### src/rtl/cdr_loop_gear_ctrl.sv
// cdr_loop_gear_ctrl: loop-gain sequencer and lock detector for the baud-rate
// PAM4 CDR. Measures the peak-to-peak phase excursion over fixed strobe windows
// and steps the loop through ACQ -> TRK -> LOCKED gain settings, reporting lock
// and a sticky loss-of-lock flag.
module cdr_loop_gear_ctrl #(
  parameter int unsigned PHI_W       = 16,
  parameter int unsigned WIN_LOG2    = 6,
  parameter int unsigned LOCK_THR    = 256,
  parameter int unsigned LOCK_WINS   = 4,
  parameter int unsigned UNLOCK_WINS = 2,
  parameter int unsigned ACQ_TIMEOUT = 255
) (
  input  logic                    clk,
  input  logic                    rst,
  input  logic                    en,
  input  logic                    sample_en,
  input  logic signed [PHI_W-1:0] phi,
  input  logic                    clear_lol,
  output logic [1:0]              kp_sel,
  output logic [1:0]              ki_sel,
  output logic                    freeze,
  output logic                    lock,
  output logic                    lol,
  output logic [1:0]              state
);

  localparam int unsigned WIN_W  = (WIN_LOG2 == 0) ? 1 : WIN_LOG2;
  localparam int unsigned SPAN_W = PHI_W + 1;
  localparam int unsigned CNT_W  = 4;
  localparam int unsigned TCNT_W = 8;

  localparam logic [WIN_W-1:0]  WIN_LAST = WIN_W'((1 << WIN_LOG2) - 1);
  localparam logic [CNT_W-1:0]  CNT_MAX  = '1;
  localparam logic [SPAN_W-1:0] THR      = SPAN_W'(LOCK_THR);
  localparam logic [CNT_W-1:0]  LOCK_N   = CNT_W'(LOCK_WINS);
  localparam logic [CNT_W-1:0]  UNLOCK_N = CNT_W'(UNLOCK_WINS);
  localparam logic [TCNT_W-1:0] TMO_N    = TCNT_W'(ACQ_TIMEOUT);

  localparam logic [1:0] ST_IDLE   = 2'd0;
  localparam logic [1:0] ST_ACQ    = 2'd1;
  localparam logic [1:0] ST_TRK    = 2'd2;
  localparam logic [1:0] ST_LOCKED = 2'd3;

  logic [1:0]              state_q, state_d;
  logic [WIN_W-1:0]        win_q, win_d;
  logic signed [PHI_W-1:0] min_q, min_d;
  logic signed [PHI_W-1:0] max_q, max_d;
  logic [CNT_W-1:0]        qcnt_q, qcnt_d;
  logic [CNT_W-1:0]        ncnt_q, ncnt_d;
  logic [TCNT_W-1:0]       tcnt_q, tcnt_d;
  logic                    lol_q, lol_d;
  logic [1:0]              kp_q, kp_d;
  logic [1:0]              ki_q, ki_d;
  logic                    freeze_q, freeze_d;
  logic                    lock_q, lock_d;

  logic                    win_first_c;
  logic                    win_last_c;
  logic signed [PHI_W-1:0] lo_c;
  logic signed [PHI_W-1:0] hi_c;
  logic [SPAN_W-1:0]       span_c;
  logic                    quiet_c;
  logic [CNT_W-1:0]        qn_c;
  logic [CNT_W-1:0]        nn_c;
  logic [TCNT_W-1:0]       tn_c;
  logic                    lol_set_c;

  // Running min/max including the current phase word, and the window verdict
  always_comb begin
    win_first_c = (win_q == '0);
    win_last_c  = (win_q == WIN_LAST);
    lo_c        = min_q;
    hi_c        = max_q;
    if (win_first_c || (phi < min_q)) begin
      lo_c = phi;
    end
    if (win_first_c || (phi > max_q)) begin
      hi_c = phi;
    end
    // sign-extend by one bit so full-scale excursions never wrap
    span_c  = {hi_c[PHI_W-1], hi_c} - {lo_c[PHI_W-1], lo_c};
    quiet_c = (span_c <= THR);
  end

  // Counter updates a completed window would produce
  always_comb begin
    qn_c = '0;
    nn_c = '0;
    tn_c = tcnt_q;
    if (quiet_c) begin
      qn_c = (qcnt_q == CNT_MAX) ? qcnt_q : qcnt_q + CNT_W'(1);
    end else begin
      nn_c = (ncnt_q == CNT_MAX) ? ncnt_q : ncnt_q + CNT_W'(1);
    end
    if (state_q == ST_ACQ) begin
      tn_c = tcnt_q + TCNT_W'(1);
    end
  end

  // Next-state, window bookkeeping and sticky loss-of-lock
  always_comb begin
    state_d   = state_q;
    win_d     = win_q;
    min_d     = min_q;
    max_d     = max_q;
    qcnt_d    = qcnt_q;
    ncnt_d    = ncnt_q;
    tcnt_d    = tcnt_q;
    lol_set_c = 1'b0;

    if (!en) begin
      state_d = ST_IDLE;
    end else if (state_q == ST_IDLE) begin
      state_d = ST_ACQ;
    end else if (sample_en) begin
      min_d = lo_c;
      max_d = hi_c;
      if (!win_last_c) begin
        win_d = win_q + WIN_W'(1);
      end else begin
        win_d  = '0;
        qcnt_d = qn_c;
        ncnt_d = nn_c;
        tcnt_d = tn_c;
        case (state_q)
          ST_ACQ: begin
            if (qn_c >= LOCK_N) begin
              state_d = ST_TRK;
            end else if (tn_c >= TMO_N) begin
              lol_set_c = 1'b1;
              qcnt_d    = '0;
              ncnt_d    = '0;
              tcnt_d    = '0;
            end
          end
          ST_TRK: begin
            if (qn_c >= LOCK_N) begin
              state_d = ST_LOCKED;
            end else if (nn_c >= UNLOCK_N) begin
              state_d = ST_ACQ;
            end
          end
          ST_LOCKED: begin
            if (nn_c >= UNLOCK_N) begin
              state_d   = ST_ACQ;
              lol_set_c = 1'b1;
            end
          end
          default: begin
            state_d = ST_IDLE;
          end
        endcase
      end
    end

    // every state change, and any disable, restarts measurement from scratch
    if (!en || (state_d != state_q)) begin
      win_d  = '0;
      qcnt_d = '0;
      ncnt_d = '0;
      tcnt_d = '0;
    end

    if (lol_set_c) begin
      lol_d = 1'b1;
    end else if (clear_lol) begin
      lol_d = 1'b0;
    end else begin
      lol_d = lol_q;
    end
  end

  // Gain/freeze/lock decode for the state being entered
  always_comb begin
    kp_d     = 2'd0;
    ki_d     = 2'd0;
    freeze_d = 1'b0;
    lock_d   = 1'b0;
    case (state_d)
      ST_IDLE: begin
        freeze_d = 1'b1;
      end
      ST_ACQ: begin
        kp_d = 2'd3;
        ki_d = 2'd3;
      end
      ST_TRK: begin
        kp_d = 2'd2;
        ki_d = 2'd1;
      end
      ST_LOCKED: begin
        kp_d   = 2'd1;
        lock_d = 1'b1;
      end
      default: begin
        freeze_d = 1'b1;
      end
    endcase
  end

  // State, window and output registers
  always_ff @(posedge clk or posedge rst) begin
    if (rst) begin
      state_q  <= ST_IDLE;
      win_q    <= '0;
      min_q    <= '0;
      max_q    <= '0;
      qcnt_q   <= '0;
      ncnt_q   <= '0;
      tcnt_q   <= '0;
      lol_q    <= 1'b0;
      kp_q     <= 2'd0;
      ki_q     <= 2'd0;
      freeze_q <= 1'b1;
      lock_q   <= 1'b0;
    end else begin
      state_q  <= state_d;
      win_q    <= win_d;
      min_q    <= min_d;
      max_q    <= max_d;
      qcnt_q   <= qcnt_d;
      ncnt_q   <= ncnt_d;
      tcnt_q   <= tcnt_d;
      lol_q    <= lol_d;
      kp_q     <= kp_d;
      ki_q     <= ki_d;
      freeze_q <= freeze_d;
      lock_q   <= lock_d;
    end
  end

  assign state  = state_q;
  assign kp_sel = kp_q;
  assign ki_sel = ki_q;
  assign freeze = freeze_q;
  assign lock   = lock_q;
  assign lol    = lol_q;

endmodule

### config.mk
export PLATFORM = sky130hd
export DESIGN_NAME = cdr_loop_gear_ctrl
export DESIGN_NICKNAME = d
export VERILOG_FILES = /design/src/rtl/cdr_loop_gear_ctrl.sv
export SDC_FILE = /design/constraint.sdc
export NUM_CORES = 1
export LEC_CHECK = 0
export BUFFER_PORTS_ARGS = -buffer_cell sky130_fd_sc_hd__buf_2
export CAP_MARGIN = 0
export CORE_MARGIN = 3
export CORE_UTILIZATION = 35
export DETAILED_ROUTE_END_ITERATION = 7
export PLACE_DENSITY = 0.53
export SYNTH_ARGS = -nofsm -noshare
export SYNTH_HDL_FRONTEND = slang
export SYNTH_SLANG_ARGS = --single-unit
### constraint.sdc
create_clock -name clk -period 7.7 [get_ports clk]
set_clock_uncertainty 0.2 [all_clocks]
set_input_delay 1.54 -clock clk [delete_from_list [all_inputs] [get_ports clk]]
set_output_delay 1.54 -clock clk [all_outputs]
set_load 0.02 [all_outputs]
**Yosys cells after proc, flatten, opt, wreduce, memory -nomap -nowiden**

Index checks and enable logic that the tools add are counted.

- Muxes and demuxes: 58
- Bitwise operators: 1
- Equal/unequal tests: 11
- $add $sub $neg: 5
- Magnitude comparators: 6
- Reduce and logical (&&, ||, !) cells: 14

Operators by type and width:

| kind | count |
|---|---|
| 4-bit 2-to-1 mux | 20 |
| 8-bit 2-to-1 mux | 9 |
| 16-bit 2-to-1 mux | 2 |
| 6-bit 2-to-1 mux | 5 |
| 17-bit by 9-bit less-or-equal comparator with 1-bit output (second input constant) | 1 |
| 16-bit by 16-bit subtractor with 17-bit output | 1 |
| 16-bit > comparator | 1 |
| 16-bit less-than comparator | 1 |
| 2-bit 2-to-1 mux | 7 |
| 2-bit one-hot mux with 3 select lines | 2 |
| 1-bit 2-to-1 mux | 11 |
| 4-bit by 1-bit adder with 4-bit output (second input constant) | 2 |
| 8-bit by 1-bit adder with 8-bit output (second input constant) | 1 |
| 2-bit == test (second input constant) | 4 |
| 4-bit == test (second input constant) | 2 |
| 8-bit >= comparator (second input constant) | 1 |
| 2-bit nonzero test | 4 |
| 6-bit by 1-bit adder with 6-bit output (second input constant) | 1 |
| 6-bit == test (second input constant) | 1 |
| 6-bit logical NOT | 1 |
| 3-bit AND reduction | 2 |
| 2-bit by 1-bit == test with 1-bit output (second input constant) | 2 |
| 4-bit by 2-bit >= comparator with 1-bit output (second input constant) | 1 |
| 4-bit by 3-bit >= comparator with 1-bit output (second input constant) | 1 |
| 9 further kinds | 12 |

- Logic and storage cells: 107
- Register bits: 63

**Logic depth before layout (Yosys ltp)**

Gate-level depths: netlist of the first run.

- Word-level depth: 18
- Depth in mapped cells: 27
- Mapped depth without buffers: 24

**Least setup slack after synthesis of the first run**

OpenSTA, ideal clock, no wires.

- Path kind: input to register
- Start point: input port phi[1]
- End point: register ncnt_q[1]
- Buffers on the path: 3
- Path slack: 1.190 ns
- Data required time: 7.426 ns
- Setup time: 0.074 ns
- Data arrival time: 6.236 ns
- Stages on the path: 24
- Cells stage by stage: ha_1 > a21o_1 > a21o_1 > a21o_1 > a21o_1 > a2111oi_0 > o21bai_1 > a31oi_2 > clkbuf_1 > nor2_1 > a21oi_1 > ha_1 > buf_6 > a21o_1 > a21o_1 > a211oi_2 > o21ai_1 > o221ai_1 > nor3_1 > and4_1 > buf_6 > or4_4 > or3b_1 > o21ai_2

- Longest elaborated chain between the ends: 18
- Elaborated cells between the ends (all ways): 35
- Those cells by class: 1 x add/sub; 5 x order compare; 2 x eq/ne; 20 x mux; 7 x reduce/logical

Ends and longest elaborated chain:

| what | line | text |
|---|---|---|
| start, declared | 17 | `input logic signed [PHI_W-1:0] phi,` |
| 16-bit > comparator or 16-bit less-than comparator (tied branches) | 77, 74 |  |
| 1-bit logical OR, on equally long branches | 77, 74 |  |
| 16-bit 2-to-1 mux, on equally long branches | 77, 74 |  |
| 16-bit by 16-bit subtractor with 17-bit output * | 81 | `span_c = {hi_c[PHI_W-1], hi_c} - {lo_c[PHI_W-1], lo_c};` |
| 17-bit by 9-bit less-or-equal comparator with 1-bit output * | 82 | `quiet_c = (span_c <= THR);` |
| 4-bit 2-to-1 mux | 90 | `if (quiet_c) begin` |
| 4-bit by 2-bit >= comparator with 1-bit output | 139, 144 |  |
| 2-bit 2-to-1 mux | 139, 144 |  |
| [2 not listed] | -- |  |
| 2-bit 2-to-1 mux | 118 | `if (!win_last_c) begin` |
| 2-bit 2-to-1 mux | 115 | `end else if (sample_en) begin` |
| 2-bit 2-to-1 mux | 113 | `end else if (state_q == ST_IDLE) begin` |
| 2-bit 2-to-1 mux | 111 | `if (!en) begin` |
| 2-bit != test | 157 | `if (!en \|\| (state_d != state_q)) begin` |
| 1-bit logical OR | 157 |  |
| 2-bit by 1-bit != test with 1-bit output (no source line) or 2-bit nonzero test (tied branches) | -- |  |
| 4-bit AND reduction (no source line) | -- |  |
| end signal, assigned | 222 | `ncnt_q <= ncnt_d;` |
| end, declared | 49 | `logic [CNT_W-1:0] ncnt_q, ncnt_d;` |

Mark *: on every way between the ends. The rest lies on a longest branch, timed or not. The select of a mux whose other input is x is not followed.
A chain may end at the register's enable or synchronous reset.

**Final worst setup path of the first run**

- Start point: input port phi[9]
- End point: register tcnt_q[6]

- Longest elaborated chain between the ends: 18
- Elaborated cells between the ends (all ways): 34
- Those cells by class: 1 x add/sub; 5 x order compare; 2 x eq/ne; 19 x mux; 7 x reduce/logical

Ends and longest elaborated chain:

| what | line | text |
|---|---|---|
| 16-bit > comparator * | 77 | `if (win_first_c \|\| (phi > max_q)) begin` |
| 1-bit logical OR * | 77 |  |
| 16-bit 2-to-1 mux * | 77 |  |
| named net hi_c[2] | 60 | `logic signed [PHI_W-1:0] hi_c;` |
| 16-bit by 16-bit subtractor with 17-bit output * | 81 |  |
| 17-bit by 9-bit less-or-equal comparator with 1-bit output * | 82 |  |
| 4-bit 2-to-1 mux | 90 |  |
| 4-bit by 2-bit >= comparator with 1-bit output | 139, 144 |  |
| [3 not listed] | -- |  |
| 2-bit 2-to-1 mux | 118 |  |
| 2-bit 2-to-1 mux | 115 |  |
| 2-bit 2-to-1 mux | 113 |  |
| 2-bit 2-to-1 mux | 111 |  |
| 2-bit != test | 157 |  |
| 1-bit logical OR | 157 |  |
| 2-bit by 1-bit != test with 1-bit output (no source line) or 2-bit nonzero test (tied branches) | -- |  |
| 4-bit AND reduction (no source line) | -- |  |
| end signal, assigned | 223 | `tcnt_q <= tcnt_d;` |
| end, declared | 50 | `logic [TCNT_W-1:0] tcnt_q, tcnt_d;` |

The timed path passes the listed nets; every way through them passes the cells marked *. The select of a mux whose other input is x is not followed.

==> results of run 1 <==
-- power by group through the flow --
stage / registers (mW) / clock network, mW / logic (mW)
after global placement: 0.384 / 0 / 0.366
final: 0.379 / 0.382 / 0.375
after floorplan: 0.381 / 0 / 0.284
after CTS: 0.380 / 0.394 / 0.373
after global routing: 0.384 / 0.405 / 0.429
after detailed placement: 0.385 / 0 / 0.370
-- cell families (layout without fill, tap and decap cells) --
| family | count (synthesis) | after routing | synth area share, % |
|---|---|---|---|
| fa+ha+maj | 55 | 55 | 13.9 |
| flops | 61 | 61 | 30.8 |
| simple gates | 186 | 186 | 19.2 |
| mux | 36 | 36 | 8.13 |
| buf+inv | 63 | 94 | 5.60 |
| compound gates | 158 | 158 | 20.2 |
| xor+xnor | 12 | 12 | 2.12 |
-- stage by stage --
step | setup TNS (ns) | power [mW]
floorplan | 0 | 0.665
global placement | 0 | 0.749
detailed placement | -0.738 | 0.755
CTS | 0 | 1.15
global route | 0 | 1.22
finish | 0 | 1.14
-- Yosys cell counts, types with 3 or more instances --
cell type,n
and3_1,6
and4_1,3
nand3_1,14
a2111oi_0,5
nor2_1,35
nand2b_1,9
nand4_1,7
mux2_2,25
o2111ai_1,3
inv_1,44
o21ai_0,34
o21ai_1,6
a21o_1,12
nor2b_1,9
dfrtp_1,60
a21oi_1,51
nor3_1,21
xor2_1,6
nor3b_1,3
ha_1,55
or2_2,3
and2_1,7
nand2_1,49
buf_6,3
buf_4,5
clkbuf_1,10
a31oi_1,4
o21a_1,11
xnor2_1,6
mux2_1,9
o211ai_1,5
or3_1,5
-- layer usage --
metal	up-vias	share of wire [%]	wire (um)	global-route usage (%)
li1	2119	-	-	-
met1	2041	48	5650	20.4
met4	0	1.9	223	6.19
met2	97	46	5360	25.5
met3	19	4.4	517	3.16
met5	-	0	0	0
-- state kept, by name, indices dropped and copies added (netlist names), 2 cells and up --
| signal | count |
|---|---|
| win_q | 6 |
| qcnt_q | 4 |
| ncnt_q | 4 |
| max_q | 16 |
| tcnt_q | 8 |
| ki_sel | 2 |
| min_q | 16 |
-- worst paths after layout --
check / from / cells past startpoint / endpoint / slack [ns]
max: phi[9] / 25 / tcnt_q[6]$_DFFE_PP0P_ / 0.56
min: min_q[9]$_DFFE_PP0P_ / 1 / min_q[9]$_DFFE_PP0P_ / 0.28
max reg2reg: max_q[1]$_DFFE_PP0P_ / 25 / tcnt_q[6]$_DFFE_PP0P_ / 1.50
min reg2reg: min_q[9]$_DFFE_PP0P_ / 1 / min_q[9]$_DFFE_PP0P_ / 0.28
max in group asynchronous: rst / 3 / min_q[0]$_DFFE_PP0P_ / 5.55
min in group asynchronous: rst / 3 / max_q[4]$_DFFE_PP0P_ / 1.22
-- layout make-up --
| type | count | area, um^2 |
|---|---|---|
| fill | 1364 | 8010 |
| multi-input combinational | 447 | 3160 |
| sequential | 61 | 1530 |
| clock buffer | 12 | 256 |
| tap | 176 | 220 |
| timing repair buffer | 34 | 195 |
| inverter | 44 | 165 |
| clock inverter | 4 | 22.5 |
==> flow_summary.json, run 1 <==
{
  "grt_pass1_wl_mm": 20.4,
  "fin_crit_ns": 7.14,
  "synth_nets": 647,
  "ys_seq_elements": 61,
  "globalplace.congestion": 0.889,
  "path_clk_slew_ns": 0.05,
  "mostFrequentLayoutCells": "60 x dfrtp_1, 55 x ha_1, 51 x a21oi_1, 49 x nand2_1, 43 x inv_1",
  "rsz0062_at_grt": "false",
  "pin_count": 30,
  "antenna_found_initial": 0,
  "hold-worst-slack_ns": 0.284,
  "die_h_um": 125,
  "final_common_cell": "dfrtp_1",
  "viasPerCell": 5.50,
  "final_cells": 778,
  "initial_core_util_pct": 36.6,
  "area_growth_pct": 11.9,
  "dp.cells": 762,
  "max_freq_mhz": 140,
  "p_comb_share_pct": 33.0,
  "synthFlopType": "dfrtp_1",
  "hold_path.class": "register to register",
  "postCtsResizedCells": 0,
  "path_class": "primary input to register",
  "grt_use_total_pct": 15.6,
  "worst_slack_ns": 0.560,
  "drt_wl_total_mm": 11.7,
  "place_ws_ns": -0.0746,
  "avgSynthCellArea_um2": 8.68,
  "crit_required_ns": 7.72,
  "critPathLaunchType": "primary input",
  "hold_buffers": 0,
  "crit_path_top_delay_cell": "or4_1",
  "post-cts-setup-buffers": 0,
  "syn_inst": 571,
  "setup_violations": 0,
  "power.density_mw_per_mm2": 205,
  "max_stage_delay_ns": 0.56,
  "path_buf_inv": 3,
  "yosysUniqueCellTypes": 66,
  "worstPathArrival_ns": 7.16,
  "fin_nets": 673,
  "overflow": 0,
  "htreeDepth": 3,
  "synth_top_cell_by_area": "dfrtp_1",
  "vias": 4276,
  "vdd_drop_max_mv": 0.103,
  "grt_max_degree": 62,
  "path_common_cell": "o21ai_0",
  "place_area_mm2": 0.00526,
  "synth-warning-count": 0,
  "synth_top_area_share_pct": 30.3,
  "switching_share_pct": 33.7,
  "n_antenna_cell": 0,
  "ys_seq_area_share_pct": 30.8,
  "synth_edf_count": 0,
  "yosys-top-cells-area": "dfrtp_1 30%, ha_1 14%, mux2_2 5.7%, a21oi_1 5.1%, nand2_1 3.7%",
  "drive_above_1_share_pct": 15.3,
  "core_area_mm2": 0.0136,
  "cts_sinks": 61,
  "cp-end-kind": "register",
  "port_buffers": 29,
  "cts_max_path_buffers": 2,
  "grt_pass1_vias": 4265,
  "cts_tree": "done",
  "row_count": 42,
  "die_x_um": 125,
  "path_max_fanout": 20,
  "seqPwrFrac_pct": 33.4,
  "dpl.hpwl_mm": 8.70,
  "final_area_mm2": 0.00555,
  "cts_made_buffers": 9,
  "ant_nets": 0,
  "outcome": "finished, final reports clean",
  "slew_viol_final": 0,
  "critPathTopFamily": "compound AO/OA/AOI/OAI gates",
  "insertion_delay_ns": 0.35,
  "net-switching-power_mw": 0.383,
  "p_leak_nw": 2.54,
  "worst_slew_pin_slew_ns": 1.02,
  "fin_crit_sh_pct": 92.7,
  "slew_headroom_pct": 31.1,
  "hold_viol_final": 0,
  "wire_per_inst_um": 15.1,
  "syn-cell-area_mm2": 0.00496,
  "cts-root-buf": "clkbuf_16",
  "cap_violations": 0,
  "drt_iter0_drc": 231,
  "clkPwrFrac_pct": 33.6,
  "firstDrtPassIters": 6,
  "drc": 0,
  "final_util_pct": 40.9,
  "die_area_mm2": 0.0156,
  "async_flop_share_pct": 100,
  "power.internal_mw": 0.754
}
No activity file was read; power rests on OpenSTA's default activity.
==> run 2: changes to the inputs <==
--- a/config.mk
+++ b/config.mk
@@ -10,6 +10,7 @@
 export CORE_MARGIN = 3
 export CORE_UTILIZATION = 35
 export DETAILED_ROUTE_END_ITERATION = 7
+export GPL_TIMING_DRIVEN = 0
 export PLACE_DENSITY = 0.53
 export SYNTH_ARGS = -nofsm -noshare
 export SYNTH_HDL_FRONTEND = slang
==> run 2 against run 1 <==
Die area unchanged. Core utilization up 0.95 points. Global-route usage up 0.31 points. Combinational power about the same. First-iteration DRC count up 37%. Routed wire length up 3.2%. Critical path depth down 1. Via count down 0.56%. Clock power up 16%. Sequential share of layout area down 0.62 points. Register-to-register slack worse by 0.21 ns. Largest cell class unchanged. Largest power group unchanged.
==> flow_summary.json, run 2 (same netlist as run 1, synthesis figures left out) <==
{
  "viasPerCell": 5.36,
  "ant_nets": 0,
  "drt_iter0_drc": 316,
  "worst_slew_pin_slew_ns": 0.920,
  "htreeDepth": 3,
  "initial_core_util_pct": 36.6,
  "largestRegisters": "max_q x16, min_q x16, tcnt_q x8",
  "fin_nets": 688,
  "setup_violations": 0,
  "slew_headroom_pct": 37.8,
  "place_area_mm2": 0.00534,
  "vdd_drop_max_mv": 0.0938,
  "critPathLaunchType": "primary input",
  "rsz0062_at_grt": "false",
  "slew_viol_final": 0,
  "path_class": "primary input to register",
  "insertion_delay_ns": 0.34,
  "fin_crit_ns": 7.38,
  "dp.cells": 777,
  "critPathTopFamily": "compound AO/OA/AOI/OAI gates",
  "path_buf_inv": 3,
  "cts-root-buf": "clkbuf_16",
  "crit_required_ns": 7.68,
  "vias": 4252,
  "final_util_pct": 41.9,
  "hold_viol_final": 0,
  "die_x_um": 125,
  "cts_made_buffers": 9,
  "power.density_mw_per_mm2": 211,
  "grt_use_total_pct": 15.9,
  "row_count": 42,
  "port_buffers": 29,
  "path_max_fanout": 10,
  "area_growth_pct": 14.5,
  "pin_count": 30,
  "cts_tree": "done",
  "grt_pass1_vias": 4090,
  "hold_path.class": "register to register",
  "outcome": "finished, final reports clean",
  "cts_sinks": 61,
  "overflow": 0,
  "grt_max_degree": 32,
  "final_cells": 793,
  "mostFrequentLayoutCells": "60 x dfrtp_1, 55 x ha_1, 51 x a21oi_1, 49 x nand2_1, 43 x inv_1",
  "core_area_mm2": 0.0136,
  "cp_cell_sequence": "buf_2 > ha_1 > a21o_1 > a21o_1 > a21o_1 > a21o_1 > a2111oi_0 > o21bai_1 > a31oi_2 > clkbuf_2 > nor2_1 > a21oi_1 > ha_1 > a21oi_2 > o21ai_1 > or3b_1 > o2111ai_1 > o221ai_1 > nor3_1 > nand4_2 > or3_1 > nand4_1 > buf_6 > a211oi_1",
  "grt_pass1_wl_mm": 20.5,
  "p_leak_nw": 2.62,
  "drive_above_1_share_pct": 15.9,
  "dpl.hpwl_mm": 9.26,
  "die_h_um": 125,
  "worstPathArrival_ns": 7.36,
  "crit_path_top_delay_cell": "a31oi_2",
  "die_area_mm2": 0.0156,
  "wire_per_inst_um": 15.3,
  "cp-end-kind": "register",
  "cts_max_path_buffers": 2,
  "path_clk_slew_ns": 0.05,
  "drt_wl_total_mm": 12.1,
  "post-cts-setup-buffers": 0,
  "max_freq_mhz": 136,
  "final_area_mm2": 0.00568,
  "path_common_cell": "a21o_1",
  "fin_crit_sh_pct": 95.8,
  "globalplace.congestion": 0.854,
  "final_common_cell": "dfrtp_1",
  "power_mw": 1.20,
  "firstDrtPassIters": 4,
  "n_antenna_cell": 0,
  "antenna_found_initial": 0,
  "drc": 0,
  "max_stage_delay_ns": 0.45,
  "cap_violations": 0
}
[run 2: final cells by class]
class	count	area, um^2
buffer	19	116
clock buffer	12	256
clock inverter	4	70.1
fill	1364	7880
inverter	44	165
multi-input combinational	447	3160
sequential	61	1530
tap	176	220
timing repair buffer	30	165
[run 2: routing by layer]
layer | vias up | global-route usage [%] | wire, um
met1 | 2020 | 21.9 | 6140
met2 | 72 | 24.5 | 5380
met5 | - | 0 | 0
met4 | 0 | 6.63 | 245
met3 | 19 | 3.11 | 362
li1 | 2141 | - | -
[run 2: worst paths after layout]
| path | startpoint | to | slack (ns) | depth (start not counted) |
|---|---|---|---|---|
| min in group asynchronous | rst | min_q[10]$_DFFE_PP0P_ | 1.11 | 2 |
| max reg2reg | min_q[1]$_DFFE_PP0P_ | qcnt_q[2]$_DFFE_PP0P_ | 1.29 | 24 |
| max in group asynchronous | rst | freeze$_DFF_PP1_ | 5.52 | 3 |
| max | phi[1] | qcnt_q[2]$_DFFE_PP0P_ | 0.32 | 24 |
| min | min_q[5]$_DFFE_PP0P_ | min_q[5]$_DFFE_PP0P_ | 0.28 | 1 |
| min reg2reg | min_q[5]$_DFFE_PP0P_ | min_q[5]$_DFFE_PP0P_ | 0.28 | 1 |
[run 2: per-stage QoR]
step	hold slack [ns]	TNS [ns]	setup slack, ns
2_1_floorplan	0.258	0	1.19
3_3_place_gp	0.270	-1.65	-0.127
3_5_place_dp	0.275	-1.89	-0.158
4_1_cts	0.287	0	0.172
5_1_grt	0.303	0	0.0723
6_report	0.281	0	0.320
[run 2: repair_timing]
item | 4_1_cts | 5_1_grt
setup endpoints to repair | 0 | 26
hold buffers | 0 | 0
gates resized for setup | 0 | 8
[run 2: power breakdown]
group | switching, mW | internal [mW] | leakage, nW
Combinational | 0.216 | 0.162 | 1.68
Clock | 0.143 | 0.300 | 0.163
Sequential | 0.0195 | 0.360 | 0.773
